File: src/rtl/lsu_pkg.sv
// Shared types and lane helpers for the load/store bus controller.
package lsu_pkg;

    typedef enum logic [1:0] {
        SZ_BYTE = 2'b00,
        SZ_HALF = 2'b01,
        SZ_WORD = 2'b10
    } lsu_size_e;

    typedef enum logic [1:0] {
        IDLE = 2'b00,
        REQ  = 2'b01,
        WAIT = 2'b10,
        RESP = 2'b11
    } lsu_state_e;

    // Byte enables for an access of the given size at byte offset off.
    function automatic logic [3:0] be_for(input logic [1:0] size, input logic [1:0] off);
        logic [3:0] be;
        case (size)
            SZ_BYTE: be = 4'b0001 << off;
            SZ_HALF: be = 4'b0011 << off;
            SZ_WORD: be = 4'b1111;
            default: be = 4'b0000;
        endcase
        return be;
    endfunction

    // Size 11 is never legal; halves need an even address, words a word address.
    function automatic logic is_misaligned(input logic [1:0] size, input logic [1:0] off);
        logic mis;
        case (size)
            SZ_BYTE: mis = 1'b0;
            SZ_HALF: mis = off[0];
            SZ_WORD: mis = (off != 2'b00);
            default: mis = 1'b1;
        endcase
        return mis;
    endfunction

endpackage

File: src/rtl/lsu_bus_ctrl_if.sv
// Word-aligned memory bus between the LSU controller (master) and memory (slave).
interface lsu_bus_ctrl_if;
    logic        bus_req_o;
    logic        bus_we_o;
    logic [31:0] bus_addr_o;
    logic [3:0]  bus_be_o;
    logic [31:0] bus_wdata_o;
    logic        bus_gnt_i;
    logic        bus_rvalid_i;
    logic [31:0] bus_rdata_i;
    logic        bus_err_i;

    modport master (
        output bus_req_o, bus_we_o, bus_addr_o, bus_be_o, bus_wdata_o,
        input  bus_gnt_i, bus_rvalid_i, bus_rdata_i, bus_err_i
    );

    modport slave (
        input  bus_req_o, bus_we_o, bus_addr_o, bus_be_o, bus_wdata_o,
        output bus_gnt_i, bus_rvalid_i, bus_rdata_i, bus_err_i
    );
endinterface

File: src/rtl/lsu_lane_align.sv
// Byte-lane steering: enables and replicated store data for the request,
// and the load word shifted so the addressed byte lands at bit 0.
module lsu_lane_align
    import lsu_pkg::*;
(
    input  logic [1:0]  size,
    input  logic [1:0]  off,
    input  logic [31:0] wdata,
    input  logic [1:0]  rd_off,
    input  logic [31:0] rdata_in,
    output logic [3:0]  be,
    output logic [31:0] wdata_rep,
    output logic [31:0] rdata_shift
);

    assign be = be_for(size, off);

    // Replicate the right-aligned store data so every enabled lane sees it.
    always_comb begin
        case (size)
            SZ_BYTE: wdata_rep = {4{wdata[7:0]}};
            SZ_HALF: wdata_rep = {2{wdata[15:0]}};
            default: wdata_rep = wdata;
        endcase
    end

    assign rdata_shift = rdata_in >> {rd_off, 3'b000};

endmodule

File: src/rtl/lsu_bus_ctrl.sv
// Load/store bus controller: turns one core request into one word-aligned
// bus transaction and stalls the core until the response (or timeout).
//
// state | meaning
// IDLE  | no access outstanding; misaligned requests are answered here
// REQ   | bus_req_o high, waiting for grant
// WAIT  | granted, waiting for bus_rvalid_i
// RESP  | done_o pulse, error flag presented, core released
module lsu_bus_ctrl
    import lsu_pkg::*;
#(
    parameter int TIMEOUT_CYCLES = 255,
    parameter int CNT_W          = $clog2(TIMEOUT_CYCLES + 1)
) (
    input  logic        clk_i,
    input  logic        rst_ni,
    input  logic        req_valid_i,
    input  logic        we_i,
    input  logic [1:0]  size_i,
    input  logic [31:0] addr_i,
    input  logic [31:0] wdata_i,
    output logic        stall_o,
    output logic        done_o,
    output logic [31:0] rdata_o,
    output logic        misaligned_o,
    output logic        bus_err_o,
    lsu_bus_ctrl_if.master bus
);

    localparam logic [CNT_W-1:0] CNT_LAST = CNT_W'(TIMEOUT_CYCLES - 1);

    lsu_state_e       state;
    logic [CNT_W-1:0] cnt;
    logic             we_q;
    logic [31:0]      addr_q;
    logic [3:0]       be_q;
    logic [31:0]      wdata_q;
    logic             err_q;

    logic [3:0]  be_new;
    logic [31:0] wdata_new;
    logic [31:0] rdata_shift;
    logic        illegal;
    logic        idle_req;
    logic        accept;
    logic        tmo;

    lsu_lane_align u_align (
        .size        (size_i),
        .off         (addr_i[1:0]),
        .wdata       (wdata_i),
        .rd_off      (addr_q[1:0]),
        .rdata_in    (bus.bus_rdata_i),
        .be          (be_new),
        .wdata_rep   (wdata_new),
        .rdata_shift (rdata_shift)
    );

    // Gating with rst_ni keeps the combinational outputs at 0 while reset is
    // held, even if the core keeps its request asserted.
    assign illegal  = is_misaligned(size_i, addr_i[1:0]);
    assign idle_req = rst_ni && (state == IDLE) && req_valid_i;
    assign accept   = idle_req && !illegal;
    assign tmo      = (cnt == CNT_LAST);

    assign stall_o      = accept || (state == REQ) || (state == WAIT);
    assign done_o       = (idle_req && illegal) || (state == RESP);
    assign misaligned_o = idle_req && illegal;
    assign bus_err_o    = (state == RESP) && err_q;

    assign bus.bus_req_o   = (state == REQ);
    assign bus.bus_we_o    = we_q;
    assign bus.bus_addr_o  = {addr_q[31:2], 2'b00};
    assign bus.bus_be_o    = be_q;
    assign bus.bus_wdata_o = wdata_q;

    // Sequencing FSM with timeout counter; the counter restarts on entry to
    // REQ and to WAIT so each phase gets the full timeout budget.
    always_ff @(posedge clk_i or negedge rst_ni) begin
        if (!rst_ni) begin
            state   <= IDLE;
            cnt     <= '0;
            we_q    <= 1'b0;
            addr_q  <= '0;
            be_q    <= '0;
            wdata_q <= '0;
            err_q   <= 1'b0;
            rdata_o <= '0;
        end else begin
            case (state)
                IDLE: begin
                    if (accept) begin
                        we_q    <= we_i;
                        addr_q  <= addr_i;
                        be_q    <= be_new;
                        wdata_q <= wdata_new;
                        err_q   <= 1'b0;
                        cnt     <= '0;
                        state   <= REQ;
                    end
                end
                REQ: begin
                    if (bus.bus_gnt_i) begin
                        cnt   <= '0;
                        state <= WAIT;
                    end else if (tmo) begin
                        err_q <= 1'b1;
                        state <= RESP;
                    end else begin
                        cnt <= cnt + CNT_W'(1);
                    end
                end
                WAIT: begin
                    if (bus.bus_rvalid_i) begin
                        if (!we_q) begin
                            rdata_o <= rdata_shift;
                        end
                        err_q <= bus.bus_err_i;
                        state <= RESP;
                    end else if (tmo) begin
                        err_q <= 1'b1;
                        state <= RESP;
                    end else begin
                        cnt <= cnt + CNT_W'(1);
                    end
                end
                RESP: begin
                    state <= IDLE;
                end
                default: begin
                    state <= IDLE;
                end
            endcase
        end
    end

endmodule
File: src/flat_wrapper.sv
// flat-port wrapper written by rule: the top's interface ports become plain ports
module lsu_bus_ctrl_flat import lsu_pkg::*;
#(
    parameter int TIMEOUT_CYCLES = 255,
    parameter int CNT_W          = $clog2(TIMEOUT_CYCLES + 1)
)
  (clk_i, rst_ni, req_valid_i, we_i, size_i, addr_i, wdata_i, stall_o, done_o, rdata_o, misaligned_o, bus_err_o, bus_bus_req_o, bus_bus_we_o, bus_bus_addr_o, bus_bus_be_o, bus_bus_wdata_o, bus_bus_gnt_i, bus_bus_rvalid_i, bus_bus_rdata_i, bus_bus_err_i);
  lsu_bus_ctrl_if bus_i ();
  input  logic clk_i;
  input  logic rst_ni;
  input  logic req_valid_i;
  input  logic we_i;
  input  logic [1:0] size_i;
  input  logic [31:0] addr_i;
  input  logic [31:0] wdata_i;
  output logic stall_o;
  output logic done_o;
  output logic [31:0] rdata_o;
  output logic misaligned_o;
  output logic bus_err_o;
  output wire logic [$bits(bus_i.bus_req_o)-1:0] bus_bus_req_o;
  output wire logic [$bits(bus_i.bus_we_o)-1:0] bus_bus_we_o;
  output wire logic [$bits(bus_i.bus_addr_o)-1:0] bus_bus_addr_o;
  output wire logic [$bits(bus_i.bus_be_o)-1:0] bus_bus_be_o;
  output wire logic [$bits(bus_i.bus_wdata_o)-1:0] bus_bus_wdata_o;
  input wire logic [$bits(bus_i.bus_gnt_i)-1:0] bus_bus_gnt_i;
  input wire logic [$bits(bus_i.bus_rvalid_i)-1:0] bus_bus_rvalid_i;
  input wire logic [$bits(bus_i.bus_rdata_i)-1:0] bus_bus_rdata_i;
  input wire logic [$bits(bus_i.bus_err_i)-1:0] bus_bus_err_i;
  assign bus_bus_req_o = bus_i.bus_req_o;
  assign bus_bus_we_o = bus_i.bus_we_o;
  assign bus_bus_addr_o = bus_i.bus_addr_o;
  assign bus_bus_be_o = bus_i.bus_be_o;
  assign bus_bus_wdata_o = bus_i.bus_wdata_o;
  assign bus_i.bus_gnt_i = bus_bus_gnt_i;
  assign bus_i.bus_rvalid_i = bus_bus_rvalid_i;
  assign bus_i.bus_rdata_i = bus_bus_rdata_i;
  assign bus_i.bus_err_i = bus_bus_err_i;
  lsu_bus_ctrl #(.TIMEOUT_CYCLES(TIMEOUT_CYCLES), .CNT_W(CNT_W)) u_core (.clk_i(clk_i), .rst_ni(rst_ni), .req_valid_i(req_valid_i), .we_i(we_i), .size_i(size_i), .addr_i(addr_i), .wdata_i(wdata_i), .stall_o(stall_o), .done_o(done_o), .rdata_o(rdata_o), .misaligned_o(misaligned_o), .bus_err_o(bus_err_o), .bus(bus_i));
endmodule
File: config.mk
export PLATFORM = sky130hd
export DESIGN_NAME = lsu_bus_ctrl_flat
export DESIGN_NICKNAME = d
export VERILOG_FILES = /design/src/rtl/lsu_pkg.sv /design/src/rtl/lsu_bus_ctrl_if.sv /design/src/rtl/lsu_lane_align.sv /design/src/rtl/lsu_bus_ctrl.sv /design/src/flat_wrapper.sv
export SDC_FILE = /design/constraint.sdc
export NUM_CORES = 1
export LEC_CHECK = 0
export ABC_CLOCK_PERIOD_IN_PS = 3500
export CORE_MARGIN = 4
export CORE_UTILIZATION = 38
export DETAILED_ROUTE_END_ITERATION = 8
export GPL_ROUTABILITY_DRIVEN = 0
export PLACE_DENSITY = 0.77
export REMOVE_ABC_BUFFERS = 1
export SYNTH_ARGS = -nofsm -noshare
export SYNTH_HDL_FRONTEND = slang
export SYNTH_SLANG_ARGS = --single-unit
File: constraint.sdc
create_clock -name clk_i -period 3.5 [get_ports clk_i]
set_input_delay 0.7 -clock clk_i [delete_from_list [all_inputs] [get_ports clk_i]]
set_output_delay 0.7 -clock clk_i [all_outputs]
set_load 0.05 [all_outputs]
* Yosys cells after proc, flatten, opt, wreduce, memory -nomap -nowiden
Index checks and enable logic that the tools add are counted.
Word-level totals: output and inout port bits 106, bits in registers 112, input bits 105
Operators by class: reduce and logical (&&, ||, !) cells 17, muxes and demuxes 18, eq/ne operators 9, bitwise operators 1, $add $sub $neg 1, shift operators 3
Operators with widths (number):
- case mux 32 bit (2 select lines) | 1
- 2-to-1 mux 8 bit | 4
- right shift 32 x 5 -> 32 bit | 1
- case mux 8 bit (3 select lines) | 1
- case mux 4 bit (3 select lines) | 1
- AND reduction 3 bit | 3
- adder 8 x 1 -> 8 bit, second input constant | 1
- equality test 8 bit, second input constant | 1
- 2-to-1 mux 2 bit | 4
- case mux 2 bit (4 select lines) | 1
- equality test 2 bit, second input constant | 3
- case mux 1 bit (3 select lines) | 2
- logical AND 1 bit | 5
- equality test 2 x 1 -> 1 bit, second input constant | 2
- logical NOT 2 bit | 2
- 2-to-1 mux 1 bit | 4
- inequality test 2 bit, second input constant | 2
- << shifter 1 x 2 -> 4 bit, first input constant | 1
- << shifter 2 x 2 -> 4 bit, first input constant | 1
- logical OR 1 bit | 3
- nonzero test 3 bit | 1
- inequality test 2 x 1 -> 1 bit, second input constant | 1
- AND reduction 2 bit | 1
- nonzero test 2 bit | 1
- other kinds (2) | 2

* Logic depth before layout (Yosys ltp)
Gate-level depths: netlist (run 1).
depth after elaboration 6, depth in mapped cells 9

* Hierarchy
Synthesis (run 1) repeated with hierarchy kept, for this count alone.
Unflattened totals: cell total of the unflattened synthesis 474, area, all modules 6296.0 sq um
By module, submodules not included:
- lsu_bus_ctrl | seq. area each 2802.7 sq um, times used 1, cells an instance 345, area each 5218.8 sq um
- lsu_lane_align | seq. area each 0.0 sq um, times used 1, cells an instance 129, area each 1077.3 sq um

* Least setup slack after synthesis (run 1)
Ideal clock, no wire load.
kind input-to-output, start input addr_i[0], end output done_o, required time 2.800 ns, buffers on the path 1, arrival time 2.509 ns, stages on the path 4, path slack 0.291 ns, cells stage by stage buf_2 > a21oi_1 > nor3_1 > or2_2
Between the ends: longest elaborated chain between the ends 4
Ends and longest elaborated chain:
- from (decl) | RTL line flat_wrapper.sv:14 | input logic [31:0] addr_i;
- nonzero test 2 bit | RTL line lsu_pkg.sv:35 | SZ_WORD: mis = (off != 2'b00);
- case mux 1 bit (3 select lines) * | RTL line lsu_pkg.sv:32 | case (size)
- logical AND 1 bit *
- via misaligned_o | RTL line flat_wrapper.sv:19 | output logic misaligned_o;
- logical OR 1 bit * | RTL line lsu_bus_ctrl.sv:67 | assign done_o = (idle_req && illegal) || (state == RESP);
- to (decl) | RTL line flat_wrapper.sv:17 | output logic done_o;
Mark *: on every way through the listed nets, which the timed path passes. The rest lies on a longest branch.

* Worst setup path after layout (run 1)
start register u_core.state[1], end output done_o
Between the ends: longest elaborated chain between the ends 5, elaborated cells on any way between the ends 6
Ends and longest elaborated chain:
- from (decl) | RTL line lsu_bus_ctrl.sv:32 | lsu_state_e state;
- from (signal assigned) | RTL line lsu_bus_ctrl.sv:81 | state <= IDLE;
- from (signal assigned) | RTL line lsu_bus_ctrl.sv:99 | state <= REQ;
- from (signal assigned) | RTL line lsu_bus_ctrl.sv:105 | state <= WAIT;
- logical NOT 2 bit | RTL line lsu_bus_ctrl.sv:62 | assign idle_req = rst_ni && (state == IDLE) && req_valid_i;
- logical AND 1 bit (2 in series) | RTL line lsu_bus_ctrl.sv:62
- logical AND 1 bit | RTL line lsu_bus_ctrl.sv:67
- logical OR 1 bit * | RTL line lsu_bus_ctrl.sv:67
Mark *: on every way between the ends. The rest lies on a longest branch, timed or not.

==> results of run 1 <==
==> power by group <==
| group | internal [mW] | total [mW] | switching, mW | leakage, nW |
|---|---|---|---|---|
| Sequential | 1.86 | 2.23 | 0.368 | 1.39 |
| Clock | 0.710 | 1.19 | 0.483 | 0.172 |
| Combinational | 1.66 | 4.73 | 3.07 | 1.88 |
| Total | 4.24 | 8.15 | 3.92 | 3.45 |
==> per-stage QoR <==
stage               cells  util (%)  hold slack, ns  setup WS, ns  instance area [µm²]
finish                892      55.1           0.412         0.270                 8030
global route          892      55.1           0.444        0.0558                 8030
CTS                   892      55.1           0.418         0.235                 8030
detailed placement    876      52.6           0.471         0.407                 7680
global placement      876      52.6           0.459         0.414                 7680
floorplan             473         -           0.404       0.00383                 5270
==> critical path: cells and delay by family, from the launching register on <==
kind | cells | cell delay [ns]
simple gates | 3 | 0.90
flops | 1 | 0.42
buf+inv | 2 | 0.33
fa+ha+maj | 1 | 0.54
==> state kept, by name, summed over array words and instances (netlist names) <==
name and count:
u_core.addr_q 32, u_core.bus.bus_wdata_o 32, u_core.rdata_o 32, u_core.cnt 8, u_core.bus.bus_be_o 4, u_core.state 2, u_core.bus.bus_we_o 1, u_core.err_q 1
==> cells in the mapped netlist (2+ instances only) <==
library cell	instances	area share, %
dfrtp_1	112	49
nand2_1	69	4.6
o21ai_0	50	4.4
mux2_2	49	9.7
mux2i_1	40	7.1
buf_4	32	4.2
a21oi_1	29	2.6
nor2_1	24	1.6
clkbuf_1	20	1.3
a211oi_1	14	1.9
buf_2	13	1.1
nor2b_1	11	1.2
inv_1	9	0.60
ha_1	8	1.8
o31ai_1	8	1.1
a221o_1	5	0.88
a22o_1	5	0.77
or2_2	5	0.55
a22oi_1	4	0.53
nand3_1	4	0.35
a2111oi_0	3	0.46
nor4_1	3	0.33
a21o_1	2	0.26
buf_1	2	0.13
o22a_1	2	0.31
==> placed cells by master, fill, tap and decap left out, types with 3 or more instances in the layout <==
cell / synthesis / routed
clkdlybuf4s50_1: 0 / 204
dfrtp_1: 112 / 112
nand2_1: 69 / 69
o21ai_0: 50 / 50
mux2_2: 49 / 49
mux2i_1: 40 / 40
a21oi_1: 29 / 29
nor2_1: 24 / 24
a211oi_1: 14 / 14
buf_4: 32 / 13
nor2b_1: 11 / 11
inv_1: 9 / 9
clkbuf_16: 0 / 9
o31ai_1: 8 / 8
ha_1: 8 / 8
or2_2: 5 / 5
a221o_1: 5 / 5
a22o_1: 5 / 5
nand3_1: 4 / 4
a22oi_1: 4 / 4
a2111oi_0: 3 / 3
nor4_1: 3 / 3
bufinv_16: 0 / 3
==> how the worst min path moves through the flow <==
stage	start	to	slack, ns	depth (start not counted)
after floorplan	rst_ni	u_core.addr_q[0]$_DFFE_PN0P_	0.40	0
after global placement	u_core.rdata_o[23]$_DFFE_PN0P_	u_core.rdata_o[23]$_DFFE_PN0P_	0.46	2
after detailed placement	u_core.rdata_o[23]$_DFFE_PN0P_	u_core.rdata_o[23]$_DFFE_PN0P_	0.47	2
after CTS	rst_ni	u_core.bus.bus_be_o[2]$_DFFE_PN0P_	0.42	2
after global routing	rst_ni	u_core.bus.bus_be_o[2]$_DFFE_PN0P_	0.44	2
final	rst_ni	u_core.bus.bus_be_o[2]$_DFFE_PN0P_	0.41	2
==> kinds of logic after synthesis <==
kind of cell	Yosys count	synth area share, %
adder cells (fa/ha/maj)	8	1.77
flip-flops	112	49.5
other	1	0.0662
XOR/XNOR	1	0.155
buffers and inverters	77	7.64
AO/OA/AOI/OAI	129	14.6
multiplexers	89	16.8
AND/OR/NAND/NOR	123	9.52
==> per-layer routing <==
layer	part of all wire, %	vias to the layer above	track usage, %	wire, µm
met4	1.5	0	5.99	234
met2	47	207	31.3	7280
met5	0	-	0	0
met3	12	15	6.92	1780
met1	39	2184	21.8	6040
li1	-	2189	-	-
==> layout make-up <==
cell class	instances	share of cell area (%)
flip-flops and latches	112	34.9
repair buffers	219	27.1
well taps	184	2.87
clock buffers	9	2.80
clock inverters	7	1.59
inverters	9	0.421
multi-input cells	352	30.3
==> results.sh, run 1 <==
export IMPL_grt_util_all_layers_pct=18.5
export IMPL_synth_cell_type_count=42
export IMPL_coreArea_um2=14600
export IMPL_start_util_pct=38.8
export IMPL_std_cell_rows=44
export IMPL_startpoint_type="flop"
export IMPL_ys_flop_type="dfrtp_1"
export IMPL_setup_viol=0
export IMPL_multi_input_comb_area_um2=2430
export IMPL_antenna_found_initial=0
export IMPL_viasPerCell=5.15
export IMPL_endpoint="done_o"
export IMPL_ys_ff_latch=112
export IMPL_ant_nets=0
export IMPL_grt_pass1_vias=4881
export IMPL_drive_gt1_share_pct=12.9
export IMPL_worstPathCellList="inv_1 -> ha_1 -> nand3_2 -> nor3_1 -> or2_2 -> buf_4"
export IMPL_drv_cap=0
export IMPL_seq_area_um2=2800
export IMPL_power_total_mw=8.15
export IMPL_die_h_um=130
export IMPL_critPathSlowestCell="ha_1"
export IMPL_post_route_period_util_pct=92.3
export IMPL_netlist_area_um2=5660
export IMPL_clkSinkCount=112
export IMPL_max_freq_mhz=310
export IMPL_dieArea_um2=16900
export IMPL_fill_cells=1206
export IMPL_rrSetupSlack_ns=1.00
export IMPL_postCtsHoldBufs=0
export IMPL_slew_viol_final=0
export IMPL_cts_root_buffer="clkbuf_16"
export IMPL_drt_pre_antenna_iters=4
export IMPL_antenna_cells=0
export IMPL_finalHoldViolations=0
export IMPL_vias=4595
export IMPL_drt_iter0_markers=215
export IMPL_cts_htree_levels=3
export IMPL_cp_slowest_stage_delay_ns=0.54
export IMPL_rr_startpoint="u_core.state[1]$_DFFE_PN0P_"
export IMPL_min_period_ns=3.23
export IMPL_cellPowerDensity_nw_per_um2=1020
export IMPL_rr_worst_depth=6
export IMPL_ys_async_sr_fraction_pct=100
export IMPL_crit_type="flop to output pin"
export IMPL_cts_buffer_depth=2
export IMPL_fp_dieW_um=130
export IMPL_leakage_nw=3.45
export IMPL_postSynthCellCount=540
export IMPL_peakVddDrop_uv=585
export IMPL_cts_setup_buffers=0
export IMPL_clk_pin_slew_ns=0.07
export IMPL_outcome="complete, no violations"
export IMPL_worstMarginPinSlew_ns=0.957
export IMPL_drc=0
export IMPL_postRouteWirelength_mm=15.3
export IMPL_synth_area_per_cell_um2=10.5
export IMPL_ctsResizeCount=0
export IMPL_rr_endpoint="u_core.cnt[0]$_DFFE_PN0P_"
export IMPL_required_ns=2.80
export IMPL_ios=211
export IMPL_slew_headroom_pct=36.2
export IMPL_cts_made_buffers=9
export IMPL_ys_seq_area_share_pct=49.5
export IMPL_cp_startpoint="u_core.state[1]$_DFFE_PN0P_"
export IMPL_routedWlPerCell_um=17.2
export IMPL_hp_class="input port to asynchronous set/reset pin"
export IMPL_synth_edff_count=0
export IMPL_portBuffers=208
export IMPL_nNetsFinal=816
export IMPL_grt_max_degree=75
export IMPL_cp_end_kind="output pin"
export IMPL_dp_hpwl_mm=11.6
export IMPL_clk_insertion_delay_late_ns=0.35
export IMPL_cp_arrival_ns=2.53
export IMPL_setup_tns_ns=0
export IMPL_area_growth_pct=41.8
export IMPL_grt_first_pass_wirelength_mm=24.8
export IMPL_rsz0062_at_grt="no"
export IMPL_yosys_warnings=0
export IMPL_cts_tree="done"
export IMPL_cp_max_fo=16
export IMPL_fin_skew_ns=0.00424
export IMPL_grt_overflow_total=0
Note: power is estimated with default switching activity, not from simulation.
==> inputs of run 2 (changes only) <==
--- a/config.mk
+++ b/config.mk
@@ -5,7 +5,9 @@
 export SDC_FILE = /design/constraint.sdc
 export NUM_CORES = 1
 export LEC_CHECK = 0
+export ABC_AREA = 1
 export ABC_CLOCK_PERIOD_IN_PS = 3500
+export CAP_MARGIN = 20
 export CORE_MARGIN = 4
 export CORE_UTILIZATION = 38
 export DETAILED_ROUTE_END_ITERATION = 8
==> results.sh, run 2 <==
export IMPL_outcome="complete, no violations"
export IMPL_internal_power_mw=4.02
export IMPL_postLayoutCoreUtil_pct=54.8
export IMPL_ys_seq_area_share_pct=49.3
export IMPL_hp_class="input port to asynchronous set/reset pin"
export IMPL_worstPathCellList="clkdlybuf4s50_1 -> inv_2 -> nor2_1 -> nand2_1 -> a21oi_1 -> or2_2 -> buf_12"
export IMPL_synth_top_area_cell="dfrtp_1"
export IMPL_cts_made_buffers=9
export IMPL_worstMarginPinSlew_ns=1.03
export IMPL_grt_pass1_vias=5055
export IMPL_grt_max_degree=64
export IMPL_synth_cell_type_count=29
export IMPL_required_ns=2.80
export IMPL_multi_input_comb_area_um2=2330
export IMPL_cts_htree_levels=3
export IMPL_comb_power_share_pct=57.7
export IMPL_routedWlPerCell_um=14.8
export IMPL_rsz0062_at_grt="no"
export IMPL_swShare_pct=49.7
export IMPL_ios=211
export IMPL_grt_util_all_layers_pct=18.4
export IMPL_postSynthCellCount=731
export IMPL_antenna_cells=0
export IMPL_die_h_um=130
export IMPL_seq_area_um2=2800
export IMPL_portBuffers=208
export IMPL_crit_type="input port to output pin"
export IMPL_use_met2_pct=29.7
export IMPL_startpoint_type="input port"
export IMPL_nNetsFinal=1005
export IMPL_critPathSlowestCell="clkdlybuf4s50_1"
export IMPL_dp_hpwl_mm=11.2
export IMPL_cts_setup_buffers=0
export IMPL_slew_headroom_pct=31.5
export IMPL_ant_nets=0
export IMPL_synth_edff_count=0
export IMPL_final_common_cell="nand2_1"
export IMPL_crit_buf_inv=3
export IMPL_area_growth_pct=40.8
export IMPL_cts_tree="done"
export IMPL_grt_use_met3_pct=5.53
export IMPL_net_switching_power_mw=3.96
export IMPL_cp_end_kind="output pin"
export IMPL_std_cell_rows=44
export IMPL_power_share_clock_pct=14.8
export IMPL_min_period_ns=2.99
export IMPL_netlist_area_um2=5680
export IMPL_viasPerCell=4.93
export IMPL_drive_gt1_share_pct=4.13
export IMPL_grt_overflow_total=0
export IMPL_fin_skew_ns=0.00772
export IMPL_coreArea_um2=14600
export IMPL_fp_dieW_um=130
export IMPL_cts_buffer_depth=2
export IMPL_pwr_share_seq_pct=27.5
export IMPL_setup_tns_ns=0
export IMPL_post_place_ws_ns=0.511
export IMPL_drt_pre_antenna_iters=6
export IMPL_cp_slowest_stage_delay_ns=0.54
export IMPL_ys_flop_type="dfrtp_1"
export IMPL_yosys_top_cells_count="nand2_1 (324), dfrtp_1 (112), o21ai_0 (73), buf_4 (42), inv_1 (29)"
export IMPL_max_freq_mhz=335
export IMPL_hold_ws_ns=0.481
export IMPL_setup_viol=0
export IMPL_yosys_area_top_type_share_pct=49.3
export IMPL_clkSinkCount=112
export IMPL_start_util_pct=39.0
export IMPL_setup_slack_ns=0.513
export IMPL_synth_area_per_cell_um2=7.77
export IMPL_antenna_found_initial=1
export IMPL_drt_iter0_markers=225
export IMPL_cp_max_fo=3
export IMPL_grt_busiest_layer="met2"
export IMPL_ys_async_sr_fraction_pct=100
export IMPL_postCtsHoldBufs=0
export IMPL_peakVddDrop_uv=632
export IMPL_drv_cap=0
export IMPL_vias=5320
export IMPL_leakage_nw=3.82
export IMPL_fill_cells=1335
export IMPL_ys_top_cells_by_area="dfrtp_1 (49%), nand2_1 (21%), o21ai_0 (6.4%)"
export IMPL_grt_use_met1_pct=23.2
export IMPL_finalHoldViolations=0
export IMPL_mostFrequentLayoutCells="nand2_1 (324), clkdlybuf4s50_1 (204), dfrtp_1 (112)"
export IMPL_postRouteWirelength_mm=16.0
export IMPL_clk_pin_slew_ns=0.07
export IMPL_yosysMostFrequentCell="nand2_1"
export IMPL_slew_viol_final=0
export IMPL_cts_root_buffer="clkbuf_16"
export IMPL_cp_arrival_ns=2.29
export IMPL_grt_first_pass_wirelength_mm=24.9
export IMPL_crit_family="buffers and inverters"
export IMPL_drc=0
export IMPL_cellPowerDensity_nw_per_um2=998
export IMPL_dieArea_um2=17000
export IMPL_post_route_period_util_pct=85.3
export IMPL_ys_ff_latch=112
export IMPL_clk_insertion_delay_late_ns=0.35
export IMPL_yosys_warnings=0
export IMPL_ctsResizeCount=0
==> run 2: cell count changes after synthesis, moves of 11 or more <==
| cell | previous run | this run |
|---|---|---|
| mux2_2 | 49 | 0 |
| o21ai_0 | 50 | 73 |
| nand3_1 | 4 | 26 |
| inv_1 | 9 | 29 |
| a211oi_1 | 14 | 0 |
| nand2_1 | 69 | 324 |
| nor2_1 | 24 | 12 |
| mux2i_1 | 40 | 0 |
| o21ai_1 | 0 | 12 |
| nor2b_1 | 11 | 0 |
==> run 2: per-stage QoR <==
stage	area, µm²	power [mW]	cells
after floorplan	5240	5.11	662
after global placement	7660	6.78	1065
after detailed placement	7660	6.83	1065
after CTS	8000	8.04	1080
after global routing	8000	8.41	1080
final	8000	7.98	1080
==> run 2: power by group through the flow <==
stage	registers, mW	logic (mW)	clock network [mW]
floorplan	4.07	1.04	0
global placement	2.19	4.58	0
detailed placement	2.20	4.63	0
CTS	2.20	4.63	1.21
global route	2.26	4.88	1.27
finish	2.20	4.60	1.18
==> run 2: area by class of cell <==
| class | count | area share, % |
|---|---|---|
| Multi-Input combinational cell | 519 | 29.1 |
| Tap cell | 184 | 2.88 |
| Inverter | 31 | 1.45 |
| Timing Repair Buffer | 219 | 27.2 |
| Clock inverter | 6 | 1.44 |
| Sequential cell | 112 | 35.0 |
| Clock buffer | 9 | 2.82 |
==> run 2: worst paths after layout <==
kind	start	endpoint	slack [ns]	cells after the start
worst max register to register	u_core.state[0]$_DFFE_PN0P_	u_core.cnt[7]$_DFFE_PN0P_	1.21	9
max in group asynchronous	rst_ni	u_core.bus.bus_wdata_o[21]$_DFFE_PN0P_	1.76	3
worst max-delay path	size_i[0]	done_o	0.51	7
worst min register to register	u_core.addr_q[24]$_DFFE_PN0P_	u_core.addr_q[24]$_DFFE_PN0P_	0.48	2
min in group clk_i	u_core.addr_q[24]$_DFFE_PN0P_	u_core.addr_q[24]$_DFFE_PN0P_	0.48	2
worst min-delay path	rst_ni	u_core.cnt[2]$_DFFE_PN0P_	0.48	2
==> run 2: logic make-up after synthesis <==
family	count (synthesis)	share of synthesized area (%)
compound gates	130	12.5
other cells	1	0.0660
fa+ha+maj	8	1.76
simple gates	379	26.5
flops	112	49.3
buf+inv	101	9.89
==> run 2: routing by layer <==
layer	vias up	routed length (µm)
met2	222	7440
met3	31	1420
met4	0	369
met1	2438	6750
met5	-	0
li1	2629	-
==> inputs of run 3 (changes only) <==
--- a/config.mk
+++ b/config.mk
@@ -12,6 +12,7 @@
 export CORE_UTILIZATION = 38
 export DETAILED_ROUTE_END_ITERATION = 8
 export GPL_ROUTABILITY_DRIVEN = 0
+export GPL_TIMING_DRIVEN = 1
 export PLACE_DENSITY = 0.77
 export REMOVE_ABC_BUFFERS = 1
 export SYNTH_ARGS = -nofsm -noshare
==> results of run 3 <==
No change in the layout: final DEF, timing and power equal those of run 2.
